==> src/rtl/lsu_split.sv <==
// -----------------------------------------------------------------------------
// lsu_split
//
// Load/store sequencer sitting between the CPU memory stage and the data
// memory (dmem). One request is in flight at a time. A naturally aligned
// access goes to dmem as a single access with the original memop. A
// misaligned halfword or word access is broken into consecutive byte
// accesses. For loads, the returned bytes are merged into a buffer and
// extended before the response.
//
// dmem is assumed to have a registered read port: the address and memop
// presented in RD_ISSUE produce valid read data during RD_WAIT.
//
// Ports
//   clk         system clock (dmem rdclk/wrclk tied to it, rising edge)
//   rst         synchronous active-high reset
//   req_valid   request present
//   req_ready   request accepted when req_valid & req_ready
//   req_we      1 = store, 0 = load
//   req_memop   000 b, 001 h, 010 w, 100 bu, 101 hu (bu/hu are loads only)
//   req_addr    byte address
//   req_wdata   store data, right-aligned
//   resp_valid  one-cycle completion pulse (loads and stores)
//   resp_rdata  extended load result, 0 for stores and errors
//   resp_err    illegal memop, valid with resp_valid
//   mem_addr    dmem rdaddr/wraddr
//   mem_wdata   dmem datain
//   mem_memop   dmem memop
//   mem_we      dmem write enable
//   mem_rdata   dmem dataout
//   split_cnt   wrapping count of accepted legal misaligned requests
// -----------------------------------------------------------------------------
module lsu_split (
    input  logic        clk,
    input  logic        rst,

    input  logic        req_valid,
    output logic        req_ready,
    input  logic        req_we,
    input  logic [2:0]  req_memop,
    input  logic [31:0] req_addr,
    input  logic [31:0] req_wdata,

    output logic        resp_valid,
    output logic [31:0] resp_rdata,
    output logic        resp_err,

    output logic [31:0] mem_addr,
    output logic [31:0] mem_wdata,
    output logic [2:0]  mem_memop,
    output logic        mem_we,
    input  logic [31:0] mem_rdata,

    output logic [31:0] split_cnt
);

    localparam logic [2:0] OP_B  = 3'b000;
    localparam logic [2:0] OP_H  = 3'b001;
    localparam logic [2:0] OP_W  = 3'b010;
    localparam logic [2:0] OP_BU = 3'b100;
    localparam logic [2:0] OP_HU = 3'b101;

    typedef enum logic [2:0] {
        S_IDLE,
        S_RD_ISSUE,
        S_RD_WAIT,
        S_WR,
        S_DONE
    } state_t;

    state_t      r_state;
    state_t      w_state_nxt;

    // Captured request
    logic        r_we;
    logic [2:0]  r_memop;
    logic [31:0] r_addr;
    logic [31:0] r_wdata;
    logic        r_split;
    logic        r_err;
    logic [1:0]  r_last;     // index of the final beat (n-1)
    logic [1:0]  r_k;        // current beat
    logic [31:0] r_buf;      // load data merge buffer
    logic [31:0] r_split_cnt;

    // Request decode
    logic        w_accept;
    logic        w_req_legal;
    logic        w_req_misalign;
    logic [1:0]  w_req_last;

    // Beat datapath
    logic [4:0]  w_byte_lsb;
    logic [31:0] w_beat_addr;
    logic [7:0]  w_beat_byte;
    logic [31:0] w_load_result;
    logic        w_last_beat;

    // -------------------------------------------------------------------------
    // Helper functions
    // -------------------------------------------------------------------------

    // bu/hu only make sense for loads; 011/110/111 are never legal.
    function automatic logic memop_legal(input logic we, input logic [2:0] op);
        logic ok;
        case (op)
            OP_B, OP_H, OP_W: ok = 1'b1;
            OP_BU, OP_HU:     ok = ~we;
            default:          ok = 1'b0;
        endcase
        return ok;
    endfunction

    function automatic logic memop_misaligned(input logic [2:0] op, input logic [1:0] a);
        logic mis;
        case (op)
            OP_H, OP_HU: mis = a[0];
            OP_W:        mis = (a != 2'b00);
            default:     mis = 1'b0;
        endcase
        return mis;
    endfunction

    // Final beat index for a split access: 1 for halfwords, 3 for words.
    function automatic logic [1:0] split_last_beat(input logic [2:0] op);
        return (op == OP_W) ? 2'd3 : 2'd1;
    endfunction

    // Extension of a merged split load. Only h, hu and w can be split.
    function automatic logic [31:0] extend_split(input logic [31:0] b, input logic [2:0] op);
        logic signed [15:0] half_s;
        logic [31:0]        res;
        half_s = b[15:0];
        case (op)
            OP_H:    res = 32'(half_s);
            OP_HU:   res = {16'h0000, b[15:0]};
            default: res = b;
        endcase
        return res;
    endfunction

    // -------------------------------------------------------------------------
    // Request decode
    // -------------------------------------------------------------------------
    assign req_ready      = (r_state == S_IDLE) & ~rst;
    assign w_accept       = req_valid & req_ready;
    assign w_req_legal    = memop_legal(req_we, req_memop);
    assign w_req_misalign = memop_misaligned(req_memop, req_addr[1:0]);
    assign w_req_last     = (w_req_legal & w_req_misalign) ? split_last_beat(req_memop) : 2'd0;

    assign w_last_beat    = (r_k == r_last);

    // -------------------------------------------------------------------------
    // Next-state logic
    // -------------------------------------------------------------------------
    always_comb begin
        w_state_nxt = r_state;
        case (r_state)
            S_IDLE: begin
                if (w_accept) begin
                    if (!w_req_legal) begin
                        w_state_nxt = S_DONE;
                    end else if (req_we) begin
                        w_state_nxt = S_WR;
                    end else begin
                        w_state_nxt = S_RD_ISSUE;
                    end
                end
            end
            S_RD_ISSUE: w_state_nxt = S_RD_WAIT;
            S_RD_WAIT:  w_state_nxt = w_last_beat ? S_DONE : S_RD_ISSUE;
            S_WR:       w_state_nxt = w_last_beat ? S_DONE : S_WR;
            S_DONE:     w_state_nxt = S_IDLE;
            default:    w_state_nxt = S_IDLE;
        endcase
    end

    // -------------------------------------------------------------------------
    // State and request registers
    // -------------------------------------------------------------------------
    always_ff @(posedge clk) begin
        if (rst) begin
            r_state     <= S_IDLE;
            r_we        <= 1'b0;
            r_memop     <= 3'b000;
            r_addr      <= 32'h0;
            r_wdata     <= 32'h0;
            r_split     <= 1'b0;
            r_err       <= 1'b0;
            r_last      <= 2'd0;
            r_k         <= 2'd0;
            r_buf       <= 32'h0;
            r_split_cnt <= 32'h0;
        end else begin
            r_state <= w_state_nxt;
            case (r_state)
                S_IDLE: begin
                    if (w_accept) begin
                        r_we    <= req_we;
                        r_memop <= req_memop;
                        r_addr  <= req_addr;
                        r_wdata <= req_wdata;
                        r_split <= w_req_legal & w_req_misalign;
                        r_err   <= ~w_req_legal;
                        r_last  <= w_req_last;
                        r_k     <= 2'd0;
                        r_buf   <= 32'h0;
                        if (w_req_legal && w_req_misalign) begin
                            r_split_cnt <= r_split_cnt + 32'd1;
                        end
                    end
                end
                S_RD_WAIT: begin
                    // Split beats return a zero-extended byte (bu) in [7:0].
                    if (r_split) begin
                        r_buf[w_byte_lsb +: 8] <= mem_rdata[7:0];
                    end else begin
                        r_buf <= mem_rdata;
                    end
                    r_k <= r_k + 2'd1;
                end
                S_WR: begin
                    r_k <= r_k + 2'd1;
                end
                default: begin
                end
            endcase
        end
    end

    // -------------------------------------------------------------------------
    // dmem drive
    // -------------------------------------------------------------------------
    assign w_byte_lsb  = {r_k, 3'b000};
    assign w_beat_addr = r_addr + {30'h0, r_k};   // wraps modulo 2^32
    assign w_beat_byte = r_wdata[w_byte_lsb +: 8];

    assign mem_addr  = r_split ? w_beat_addr : r_addr;
    assign mem_memop = r_split ? (r_we ? OP_B : OP_BU) : r_memop;
    assign mem_wdata = r_split ? {24'h0, w_beat_byte} : r_wdata;
    // Gated by rst directly so a reset landing mid-store stops the write
    // in that very cycle rather than one edge later.
    assign mem_we    = (r_state == S_WR) & ~rst;

    // -------------------------------------------------------------------------
    // Response
    // -------------------------------------------------------------------------
    assign w_load_result = r_split ? extend_split(r_buf, r_memop) : r_buf;

    assign resp_valid = (r_state == S_DONE);
    assign resp_err   = (r_state == S_DONE) & r_err;
    assign resp_rdata = ((r_state == S_DONE) && !r_err && !r_we) ? w_load_result : 32'h0;

    assign split_cnt  = r_split_cnt;

endmodule

==> config.mk <==
export PLATFORM = sky130hd
export DESIGN_NAME = lsu_split
export DESIGN_NICKNAME = d
export VERILOG_FILES = /design/src/rtl/lsu_split.sv
export SDC_FILE = /design/constraint.sdc
export NUM_CORES = 1
export LEC_CHECK = 0
export ABC_AREA = 0
export BUFFER_PORTS_ARGS = -buffer_cell sky130_fd_sc_hd__buf_2
export CORE_ASPECT_RATIO = 0.75
export CORE_UTILIZATION = 45
export DETAILED_ROUTE_END_ITERATION = 8
export HOLD_SLACK_MARGIN = 0.15
export PLACE_DENSITY_LB_ADDON = 0.15
export SETUP_SLACK_MARGIN = 0.15
export SLEW_MARGIN = 20
export SYNTH_ARGS = -nofsm -noshare
export SYNTH_HDL_FRONTEND = slang
export SYNTH_SLANG_ARGS = --single-unit
==> constraint.sdc <==
create_clock -name clk -period 4.7 [get_ports clk]
set_input_delay 0.705 -clock clk [delete_from_list [all_inputs] [get_ports clk]]
set_output_delay 0.705 -clock clk [all_outputs]
set_load 0.02 [all_outputs]
==> results of run 1 <==
==> sequential cells by signal, summed over array words and instances, names as in the netlist <==
register / flops
r_k: 2
r_buf: 32
r_memop: 3
split_cnt: 32
r_err: 1
r_state: 3
r_wdata: 32
r_addr: 32
r_last: 2
r_we: 1
==> worst min path at each step <==
| stage | end | slack (ns) | depth (start not counted) |
|---|---|---|---|
| 6_report | r_addr[16]$_SDFFE_PP0P_ | 0.45 | 2 |
| 5_1_grt | r_addr[16]$_SDFFE_PP0P_ | 0.48 | 2 |
| 4_1_cts | r_addr[16]$_SDFFE_PP0P_ | 0.46 | 2 |
| 3_5_place_dp | r_addr[16]$_SDFFE_PP0P_ | 0.45 | 2 |
| 3_3_place_gp | r_addr[16]$_SDFFE_PP0P_ | 0.44 | 2 |
| 2_1_floorplan | r_addr[16]$_SDFFE_PP0P_ | 0.44 | 2 |
==> synth_stat cells, drive strengths merged, types with 16 or more instances <==
master     n  area [um2]
nand2    167         627
dfxtp    140        2800
a21oi    127         636
nor2      85         319
clkbuf    56         210
xnor2     38         333
o21ai     32         160
nor2b     28         175
a22oi     24         180
nand3     23         115
nand4     20         125
o22ai     19         119
and2      18         113
a2bb2oi   16         140
==> logic make-up after synthesis <==
kind of cell               synth area share, %
muxes                                     1.73
AOI/OAI and AO/OA                         21.2
xor gates and xnor gates                  5.79
adders and majority gates                 1.51
buffers and inverters                     4.28
and+or+nand+nor                           26.0
DFF                                       39.4
==> worst register-to-register path, stage by stage (launching register included) <==
cell                      delay [ns]
sky130_fd_sc_hd__dfxtp_1        0.40
sky130_fd_sc_hd__nor3b_1        0.70
sky130_fd_sc_hd__nand2_2        0.61
sky130_fd_sc_hd__a21oi_1        0.57
sky130_fd_sc_hd__a21oi_1        0.12
sky130_fd_sc_hd__a31o_2         0.22
==> layer usage <==
metal	vias to the layer above	part of all wire [%]	track usage, %
met5	-	0.046	0
met4	2	0.80	5.98
met3	16	8.9	7.98
met2	281	43	39.3
met1	3400	47	36.9
li1	3663	-	-
==> layout by cell type (no fill, tap or decap), drive strengths merged, types with 3 or more instances in the layout <==
cell,count
buf,245
nand2,167
dfxtp,140
a21oi,127
nor2,85
xnor2,38
o21ai,32
nor2b,28
a22oi,24
nand3,23
clkbuf,21
nand4,20
o22ai,19
and2,18
a2bb2oi,16
inv,15
or3,13
nor3,11
mux2,10
xor2,9
a32oi,9
ha,7
a2111oi,6
a211oi,6
nor4,5
nand2b,5
and3,4
nor3b,4
bufinv,4
clkinvlp,4
clkinv,4
or4,4
nand3b,3
a31o,3
==> area by class of cell <==
class / instances / area [um2] / share of cell area (%)
clock inverter: 11 / 165 / 1.83
antenna: 2 / 5.00 / 0.0555
sequential: 140 / 2800 / 31.1
multi-input combinational: 714 / 4000 / 44.4
tap: 205 / 256 / 2.85
inverter: 16 / 60.1 / 0.666
timing repair buffer: 245 / 1250 / 13.9
clock buffer: 21 / 470 / 5.22
==> power groups by stage <==
stage	logic [W]	clock network [W]	registers (W)
2_1_floorplan	0.000237	0	0.00128
3_3_place_gp	0.000357	0	0.00130
4_1_cts	0.000360	0.00146	0.00127
6_report	0.000359	0.00144	0.00128
5_1_grt	0.000395	0.00152	0.00128
3_5_place_dp	0.000358	0	0.00130
==> metrics by stage <==
step / hold WS (ns) / instance area (um2) / setup slack (ns) / instances
2_1_floorplan: 0.436 / 7110 / 1.19 / 931
3_3_place_gp: 0.444 / 8370 / 1.30 / 1320
3_5_place_dp: 0.449 / 8370 / 1.23 / 1320
4_1_cts: 0.457 / 9010 / 0.771 / 1352
5_1_grt: 0.480 / 9010 / 0.430 / 1353
6_report: 0.454 / 9010 / 0.753 / 1354
==> tab_implementation.tex, run 1 <==
\begin{tabular}{lr}
\hline
Metric & Value \\
\hline
\multicolumn{2}{l}{\textbf{Status}} \\
Result of the run & completed \\
\multicolumn{2}{l}{\textbf{Critical path}} \\
Crit path max-delay cell type & sky130\_fd\_sc\_hd\_\_dfxtp\_1 \\
Kind of end point of the critical path & output pin \\
Endpoint of the lowest-slack register-to-register path & split\_cnt[2]\$\_SDFFE\_PP0P\_ \\
Reg-to-reg startpoint & r\_state[1]\$\_SDFFE\_PP0P\_ \\
Family with the most delay on the worst path & simple AND/OR/NAND/NOR gates \\
Required time of the critical path & 3.99 ns \\
Number of buffers and inverters on the critical path & 2 \\
Max stage delay on crit path & between 0.5 and 0.6 ns \\
Logic depth of the worst path, buffers included & 9 \\
Beginning of the critical path & r\_k[0]\$\_SDFFE\_PP0P\_ \\
Setup slack of the most critical reg-to-reg path & $\sim$2 ns \\
Crit path launch type & register \\
Crit path arrival time & $\sim$3.2 ns \\
Critical setup path kind & register to output pin \\
End point of the critical path & mem\_addr[28] \\
Crit-path max FO & 11 \\
Cell Chain, Critical Path & ha\_1 > inv\_1 > fa\_1 > nand3b\_1 > nor3\_1 > nand2\_1 > nor4\_1 > xnor2\_1 > buf\_2 \\
Reg2reg path depth & 5 \\
\multicolumn{2}{l}{\textbf{Finish}} \\
Area growth from synthesis to layout & 26.8\% \\
Fillers & between 1000 and 1500 \\
Fraction of final layout cells with drive strength greater than 1 & between 20\% and 30\% \\
Final core utilization & between 50\% and 60\% \\
Layout net count & roughly 1200 \\
\multicolumn{2}{l}{\textbf{Floorplanning}} \\
Placement Rows & 39 \\
Die Y & around 110 um \\
\# IOs & around 240 \\
Core box area & around 15000 um2 \\
Die outline area & $\sim$16000 um2 \\
Starting utilization of the core area & roughly 46\% \\
Die span in x & around 150 um \\
\multicolumn{2}{l}{\textbf{Clocking}} \\
Number of sinks driven by the clock tree & 140 \\
Number of resized instances in the post-cts repair step & 0 \\
Skew-Pair Late Insertion Delay & around 0.42 ns \\
Buffer cell driving the clock tree root & sky130\_fd\_sc\_hd\_\_clkbuf\_16 \\
Clock buffer count from CTS & 17 \\
Htree depth & 4 \\
Number of setup buffers added after CTS & 0 \\
Buffers from clock root to sink, at most & 2 \\
\# hold bufs at CTS & 0 \\
Clock-pin transition on the worst setup and hold timing paths & roughly 0.06 ns \\
TritonCTS clock tree & yes \\
\multicolumn{2}{l}{\textbf{Global routing}} \\
Initial antenna violation count & 3 \\
Global-route wire length before repair & 34500 um \\
Via count of the first global-routing pass & around 6600 \\
Gr usage total & between 20\% and 30\% \\
Aggregate global routing overflow & 0 \\
Maximum number of pins on one net before global-route repair & 85 \\
\multicolumn{2}{l}{\textbf{Power}} \\
Total power per unit cell area & 341 nW/um2 \\
Internal power & 0.00230 W \\
Net switching power & a little under 0.0008 W \\
Combinational power share & roughly an eighth \\
Switching portion of total power & 25.4\% \\
Peak supply drop & between 0.2 and 0.3 mV \\
Register share of total power & 41.5\% \\
PnR Total Power & 0.00308 W \\
Proportion of power drawn by the clock network & a little under half \\
Leakage power & around 3.7 nW \\
\multicolumn{2}{l}{\textbf{Drt}} \\
Post-Route WL & roughly 22000 um \\
Detailed-route DRC error count & 0 \\
Routed len/inst & 16.0 um \\
Total number of vias & 7362 \\
Vias per cell & $\sim$5.4 \\
Post-DRT Antenna Nets & 0 \\
DRT iter0 DRCs & approximately 460 \\
Pre-antenna DRT Iters & 5 \\
\multicolumn{2}{l}{\textbf{Synthesis}} \\
Synth cell types & 49 \\
Count of flip-flops with a built-in enable after synthesis & 0 \\
Fraction of the yosys area taken by sequential cells & $\sim$39\% \\
Total standard cell area after synthesis & roughly 7100 um2 \\
Syn Inst Count & between 900 and 1000 \\
Number of nets produced by synthesis & approximately 1000 \\
Mean area per synthesized cell & about 7.6 um2 \\
Async set-reset flop share out of synthesis & 0\% \\
Top\_reg\_cell synth & sky130\_fd\_sc\_hd\_\_dfxtp\_1 \\
FF+latch count, synth & between 100 and 150 \\
Number of warnings printed during yosys synthesis & 0 \\
\multicolumn{2}{l}{\textbf{STA}} \\
Period minus WS final & slightly below 4 ns \\
Worst Skew & slightly above 0.009 ns \\
Relative slew slack & 28.4\% \\
Hold Fails Final Rpt & 0 \\
RSZ-0062 raised after global routing & false \\
TNS Setup & 0 ns \\
Actual slew at the worst max-slew pin & 1.06 ns \\
Max-slew violations & 0 \\
Highest Clock Rate & 253 MHz \\
Final setup violation count & 0 \\
Final Cycle Share & a little over four fifths \\
\multicolumn{2}{l}{\textbf{Placement}} \\
Half-perimeter wire length after placement & 15100 um \\
PortBufs & $\sim$240 \\
Placer's final routability congestion estimate & approximately 0.89 \\
\multicolumn{2}{l}{\textbf{Worst hold path}} \\
Hold path startpoint & r\_addr[16]\$\_SDFFE\_PP0P\_ \\
Path category of the worst min-delay check & register to register \\
\multicolumn{2}{l}{\textbf{Run}} \\
Max-capacitance violation count & 0 \\
\hline
\end{tabular}
Note: power is estimated with default switching activity, not from simulation.
==> run 2, diff against run 1 <==
- clock period: 4.7 -> 3.8 ns (I/O delays scaled with it)
==> tab_implementation.tex, run 2 (synthesis gave the netlist of run 1 again) <==
\begin{tabular}{lr}
\hline
Metric & Value \\
\hline
\multicolumn{2}{l}{\textbf{Clocking}} \\
Buffers from clock root to sink, at most & 2 \\
Number of setup buffers added after CTS & 0 \\
\# hold bufs at CTS & 0 \\
Number of resized instances in the post-cts repair step & 0 \\
Clock-pin transition on the worst setup and hold timing paths & approximately 0.060 ns \\
Buffer cell driving the clock tree root & sky130\_fd\_sc\_hd\_\_clkbuf\_16 \\
Htree depth & 4 \\
Skew-Pair Late Insertion Delay & approximately 0.42 ns \\
Number of sinks driven by the clock tree & 140 \\
TritonCTS clock tree & yes \\
Clock buffer count from CTS & 17 \\
\multicolumn{2}{l}{\textbf{STA}} \\
Period minus WS final & $\sim$3.4 ns \\
Highest Clock Rate & about 290 MHz \\
RSZ-0062 raised after global routing & false \\
Actual slew at the worst max-slew pin & 1.13 ns \\
TNS Setup & 0 ns \\
Relative slew slack & between 20\% and 30\% \\
Hold Fails Final Rpt & 0 \\
Final Cycle Share & between 90\% and 100\% \\
Max-slew violations & 0 \\
Final setup violation count & 0 \\
Worst Skew & between 0.006 and 0.007 ns \\
\multicolumn{2}{l}{\textbf{Drt}} \\
DRT iter0 DRCs & between 400 and 500 \\
Vias per cell & about 5.4 \\
Pre-antenna DRT Iters & 5 \\
Routed len/inst & between 15 and 20 um \\
Post-DRT Antenna Nets & 0 \\
Post-Route WL & about 21000 um \\
Detailed-route DRC error count & 0 \\
Total number of vias & 7379 \\
\multicolumn{2}{l}{\textbf{Placement}} \\
DP Cell Count & 1322 \\
Placer's final routability congestion estimate & around 0.87 \\
Half-perimeter wire length after placement & $\sim$15000 um \\
PortBufs & $\sim$240 \\
\multicolumn{2}{l}{\textbf{Critical path}} \\
Crit-path max FO & 18 \\
Crit path max-delay cell type & sky130\_fd\_sc\_hd\_\_nor4\_1 \\
Cell Chain, Critical Path & buf\_4 > ha\_1 > a21oi\_1 > nor4\_1 > nand4\_1 > xnor2\_1 > buf\_2 \\
Required time of the critical path & 3.23 ns \\
Critical setup path kind & register to output pin \\
Crit path launch type & register \\
Kind of end point of the critical path & output pin \\
Crit path arrival time & 2.87 ns \\
Max stage delay on crit path & $\sim$0.74 ns \\
\multicolumn{2}{l}{\textbf{Finish}} \\
Commonest non-fill, non-tap cell in the layout & sky130\_fd\_sc\_hd\_\_buf\_2 \\
Flip-flop and latch area & between 2000 and 3000 um2 \\
Area growth from synthesis to layout & 26.1\% \\
Fillers & about 1500 \\
Multi-input gate area in the final layout & roughly 4000 um2 \\
Commonest non-fill, non-tap cells in the layout & 236 x sky130\_fd\_sc\_hd\_\_buf\_2, 166 x sky130\_fd\_sc\_hd\_\_nand2\_1, 138 x sky130\_fd\_sc\_hd\_\_dfxtp\_1, 127 x sky130\_fd\_sc\_hd\_\_a21oi\_1, 85 x sky130\_fd\_sc\_hd\_\_nor2\_1 \\
Finished Layout Cells & about 1400 \\
Fraction of final layout cells with drive strength greater than 1 & a little over a quarter \\
Layout net count & around 1200 \\
\multicolumn{2}{l}{\textbf{Status}} \\
Result of the run & completed \\
\multicolumn{2}{l}{\textbf{Worst hold path}} \\
Path category of the worst min-delay check & input pin to register \\
\multicolumn{2}{l}{\textbf{Global routing}} \\
Maximum number of pins on one net before global-route repair & between 90 and 100 \\
Via count of the first global-routing pass & between 6000 and 7000 \\
Gr usage total & approximately a quarter \\
Initial antenna violation count & 5 \\
Aggregate global routing overflow & 0 \\
Global-route wire length before repair & 34200 um \\
\multicolumn{2}{l}{\textbf{Floorplanning}} \\
\# IOs & $\sim$240 \\
Die outline area & roughly 16000 um2 \\
Core box area & around 15000 um2 \\
Starting utilization of the core area & between 40\% and 50\% \\
Die span in x & approximately 150 um \\
Die Y & approximately 110 um \\
Placement Rows & 39 \\
\multicolumn{2}{l}{\textbf{Run}} \\
Max-capacitance violation count & 0 \\
\multicolumn{2}{l}{\textbf{Power}} \\
Total power per unit cell area & just over 400 nW/um2 \\
Leakage power & between 3 and 4 nW \\
Peak supply drop & about 0.32 mV \\
\hline
\end{tabular}
==> run 2: per-stage QoR <==
| step | setup slack [ns] | hold slack [ns] | utilization [%] | power, W | cell area, um2 |
|---|---|---|---|---|---|
| 2_1_floorplan | 0.426 | 0.436 | - | 0.00188 | 7110 |
| 3_3_place_gp | 0.737 | 0.446 | 54.7 | 0.00205 | 8390 |
| 3_5_place_dp | 0.681 | 0.451 | 54.7 | 0.00205 | 8390 |
| 4_1_cts | 0.217 | 0.371 | 58.4 | 0.00363 | 8940 |
| 5_1_grt | 0.171 | 0.381 | 58.5 | 0.00375 | 8960 |
| 6_report | 0.357 | 0.386 | 58.5 | 0.00361 | 8960 |
==> run 2: worst paths after layout <==
| check | slack, ns | end | depth (start not counted) | from |
|---|---|---|---|---|
| setup / recovery | 0.36 | mem_addr[27] | 7 | r_k[1]$_SDFFE_PP0P_ |
| hold / removal | 0.39 | r_addr[18]$_SDFFE_PP0P_ | 3 | req_addr[18] |
| setup reg to reg | 1.22 | r_last[1]$_SDFFE_PP0P_ | 5 | r_state[1]$_SDFFE_PP0P_ |
| hold reg to reg | 0.46 | r_addr[16]$_SDFFE_PP0P_ | 2 | r_addr[16]$_SDFFE_PP0P_ |
==> run 2: worst max-delay path: cells and delay by family (launching register included) <==
kind / cells / cell delay (ns)
simple gates: 2 / 0.98
fa+ha+maj: 1 / 0.29
flops: 1 / 0.37
xor+xnor: 1 / 0.27
buf+inv: 2 / 0.44
compound gates: 1 / 0.11
==> run 2: per-layer routing <==
metal | up-vias | track usage, % | part of all wire [%]
met4 | 4 | 6.67 | 0.77
li1 | 3668 | - | -
met2 | 290 | 38.1 | 43
met3 | 19 | 7.78 | 9.5
met1 | 3398 | 37.4 | 47
met5 | - | 0 | 0.12
==> run 2: report_power, final <==
| part | leakage (nW) | internal [W] | total [W] | switching, W |
|---|---|---|---|---|
| combinational | 2.30 | 0.000170 | 0.000445 | 0.000275 |
| clock | 0.259 | 0.000952 | 0.00159 | 0.000636 |
| sequential | 1.14 | 0.00152 | 0.00158 | 0.0000553 |
| total | 3.69 | 0.00265 | 0.00361 | 0.000966 |
==> run 2: cell type report <==
cell class	instances	area share (%)
Multi-Input combinational cell	714	44.8
Antenna cell	2	0.0558
Tap cell	205	2.86
Clock buffer	18	4.79
Timing Repair Buffer	247	14.1
Sequential cell	140	31.3
Inverter	16	0.670
Clock inverter	12	1.41
==> run 3, diff against run 2 <==
- CTS_BUF_LIST: default -> sky130_fd_sc_hd__clkbuf_4 sky130_fd_sc_hd__clkbuf_8 sky130_fd_sc_hd__clkbuf_16
==> tab_implementation.tex, run 3 (synthesis gave the netlist of run 1 again) <==
\begin{tabular}{lr}
\hline
Metric & Value \\
\hline
\multicolumn{2}{l}{\textbf{Placement}} \\
Placer's final routability congestion estimate & slightly below 0.9 \\
PortBufs & between 200 and 250 \\
Half-perimeter wire length after placement & $\sim$15000 um \\
Placed Instance Area & approximately 8400 um2 \\
\multicolumn{2}{l}{\textbf{STA}} \\
Hold Fails Final Rpt & 0 \\
Final Cycle Share & 89.5\% \\
Max-slew violations & 0 \\
Highest Clock Rate & 294 MHz \\
Actual slew at the worst max-slew pin & between 1 and 1.5 ns \\
TNS Setup & 0 ns \\
Worst Skew & roughly 0.0061 ns \\
RSZ-0062 raised after global routing & false \\
Relative slew slack & 25.7\% \\
Period minus WS final & 3.40 ns \\
Final setup violation count & 0 \\
\multicolumn{2}{l}{\textbf{Clocking}} \\
Clock-pin transition on the worst setup and hold timing paths & roughly 0.060 ns \\
Htree depth & 4 \\
Number of sinks driven by the clock tree & 140 \\
Buffer cell driving the clock tree root & sky130\_fd\_sc\_hd\_\_clkbuf\_16 \\
Skew-Pair Late Insertion Delay & roughly 0.42 ns \\
Clock buffer count from CTS & 17 \\
Buffers from clock root to sink, at most & 2 \\
Number of setup buffers added after CTS & 0 \\
TritonCTS clock tree & yes \\
\multicolumn{2}{l}{\textbf{Critical path}} \\
Kind of end point of the critical path & output pin \\
Crit-path max FO & 18 \\
Crit path launch type & register \\
Required time of the critical path & $\sim$3.2 ns \\
Reg-to-reg startpoint & r\_state[1]\$\_SDFFE\_PP0P\_ \\
Critical setup path kind & register to output pin \\
Endpoint of the lowest-slack register-to-register path & r\_last[1]\$\_SDFFE\_PP0P\_ \\
End point of the critical path & mem\_addr[27] \\
Reg2reg path depth & 5 \\
Crit path arrival time & between 2 and 3 ns \\
Setup slack of the most critical reg-to-reg path & 1.22 ns \\
Beginning of the critical path & r\_k[1]\$\_SDFFE\_PP0P\_ \\
\multicolumn{2}{l}{\textbf{Drt}} \\
Routed len/inst & approximately 16 um \\
DRT iter0 DRCs & between 400 and 500 \\
Post-Route WL & about 21000 um \\
Post-DRT Antenna Nets & 0 \\
Total number of vias & 7404 \\
Detailed-route DRC error count & 0 \\
Vias per cell & between 5 and 6 \\
Pre-antenna DRT Iters & 5 \\
\multicolumn{2}{l}{\textbf{Global routing}} \\
Maximum number of pins on one net before global-route repair & 96 \\
Initial antenna violation count & 5 \\
Aggregate global routing overflow & 0 \\
Global-route wire length before repair & $\sim$34000 um \\
Gr usage total & between 20\% and 30\% \\
Via count of the first global-routing pass & $\sim$6500 \\
\multicolumn{2}{l}{\textbf{Worst hold path}} \\
Path category of the worst min-delay check & input pin to register \\
\multicolumn{2}{l}{\textbf{Finish}} \\
Final core utilization & between 50\% and 60\% \\
Post-route standard cell area excluding fillers & approximately 9000 um2 \\
Commonest non-fill, non-tap cell in the layout & sky130\_fd\_sc\_hd\_\_buf\_2 \\
Fraction of final layout cells with drive strength greater than 1 & 26.2\% \\
Commonest non-fill, non-tap cells in the layout & 236 x sky130\_fd\_sc\_hd\_\_buf\_2, 166 x sky130\_fd\_sc\_hd\_\_nand2\_1, 138 x sky130\_fd\_sc\_hd\_\_dfxtp\_1, 127 x sky130\_fd\_sc\_hd\_\_a21oi\_1, 85 x sky130\_fd\_sc\_hd\_\_nor2\_1 \\
Layout net count & 1247 \\
Area growth from synthesis to layout & 26.2\% \\
\multicolumn{2}{l}{\textbf{Power}} \\
Total power per unit cell area & around 400 nW/um2 \\
Peak supply drop & roughly 0.32 mV \\
Leakage power & 3.70 nW \\
\multicolumn{2}{l}{\textbf{Floorplanning}} \\
Die outline area & between 15000 and 20000 um2 \\
Die span in x & roughly 150 um \\
\# IOs & $\sim$240 \\
Core box area & 15300 um2 \\
Starting utilization of the core area & between 40\% and 50\% \\
Placement Rows & 39 \\
Die Y & 111 um \\
\multicolumn{2}{l}{\textbf{Status}} \\
Result of the run & completed \\
\multicolumn{2}{l}{\textbf{Run}} \\
Max-capacitance violation count & 0 \\
\hline
\end{tabular}
[run 3: stage by stage]
| step | total power, W | hold slack [ns] | worst slack, ns | cells |
|---|---|---|---|---|
| 2_1_floorplan | 0.00188 | 0.436 | 0.426 | 931 |
| 3_3_place_gp | 0.00205 | 0.446 | 0.737 | 1322 |
| 3_5_place_dp | 0.00205 | 0.451 | 0.681 | 1322 |
| 4_1_cts | 0.00364 | 0.371 | 0.217 | 1352 |
| 5_1_grt | 0.00376 | 0.381 | 0.171 | 1353 |
| 6_report | 0.00362 | 0.385 | 0.398 | 1354 |
[run 3: worst min-delay path by stage]
| stage | cells past startpoint | endpoint | from | slack (ns) |
|---|---|---|---|---|
| floorplan | 2 | r_addr[16]$_SDFFE_PP0P_ | r_addr[16]$_SDFFE_PP0P_ | 0.44 |
| global placement | 2 | r_addr[28]$_SDFFE_PP0P_ | r_addr[28]$_SDFFE_PP0P_ | 0.45 |
| detailed placement | 2 | r_addr[16]$_SDFFE_PP0P_ | r_addr[16]$_SDFFE_PP0P_ | 0.45 |
| CTS | 3 | r_wdata[0]$_SDFFE_PP0P_ | req_wdata[0] | 0.37 |
| global route | 3 | r_wdata[26]$_SDFFE_PP0P_ | req_wdata[26] | 0.38 |
| finish | 3 | r_addr[18]$_SDFFE_PP0P_ | req_addr[18] | 0.39 |
[run 3: what timing repair did]
action	CTS	global route
hold buffers	0	0
resized for setup	0	3
setup endpoints to repair	0	7
[run 3: worst max-delay path: stages (launching register included)]
cell                      delay (ns)
sky130_fd_sc_hd__dfxtp_1        0.37
sky130_fd_sc_hd__buf_4          0.23
sky130_fd_sc_hd__ha_1           0.29
sky130_fd_sc_hd__a21oi_1        0.11
sky130_fd_sc_hd__nor4_1         0.71
sky130_fd_sc_hd__nand4_1        0.24
sky130_fd_sc_hd__xnor2_1        0.27
sky130_fd_sc_hd__buf_2          0.21
[run 3: per-layer routing]
layer | track usage [%] | vias to the layer above | wire (um)
met5 | 0 | - | 26
met4 | 6.32 | 4 | 152
met3 | 7.90 | 20 | 1900
met2 | 38.1 | 289 | 9110
met1 | 37.4 | 3420 | 10200
li1 | - | 3671 | -
[run 3: report_power, final]
group | internal, W | switching [W] | total (W)
logic | 0.000170 | 0.000275 | 0.000445
registers | 0.00152 | 0.0000552 | 0.00158
clock network | 0.000959 | 0.000634 | 0.00159
[run 3: layout make-up]
type                    instances  area (um2)
fillers                      1477        6360
diodes                          2        5.00
clock inverters                12         126
clock buffers                  18         433
inverters                      16        60.1
well taps                     205         256
multi-input cells             714        4020
repair buffers                247        1260
flip-flops and latches        140        2810
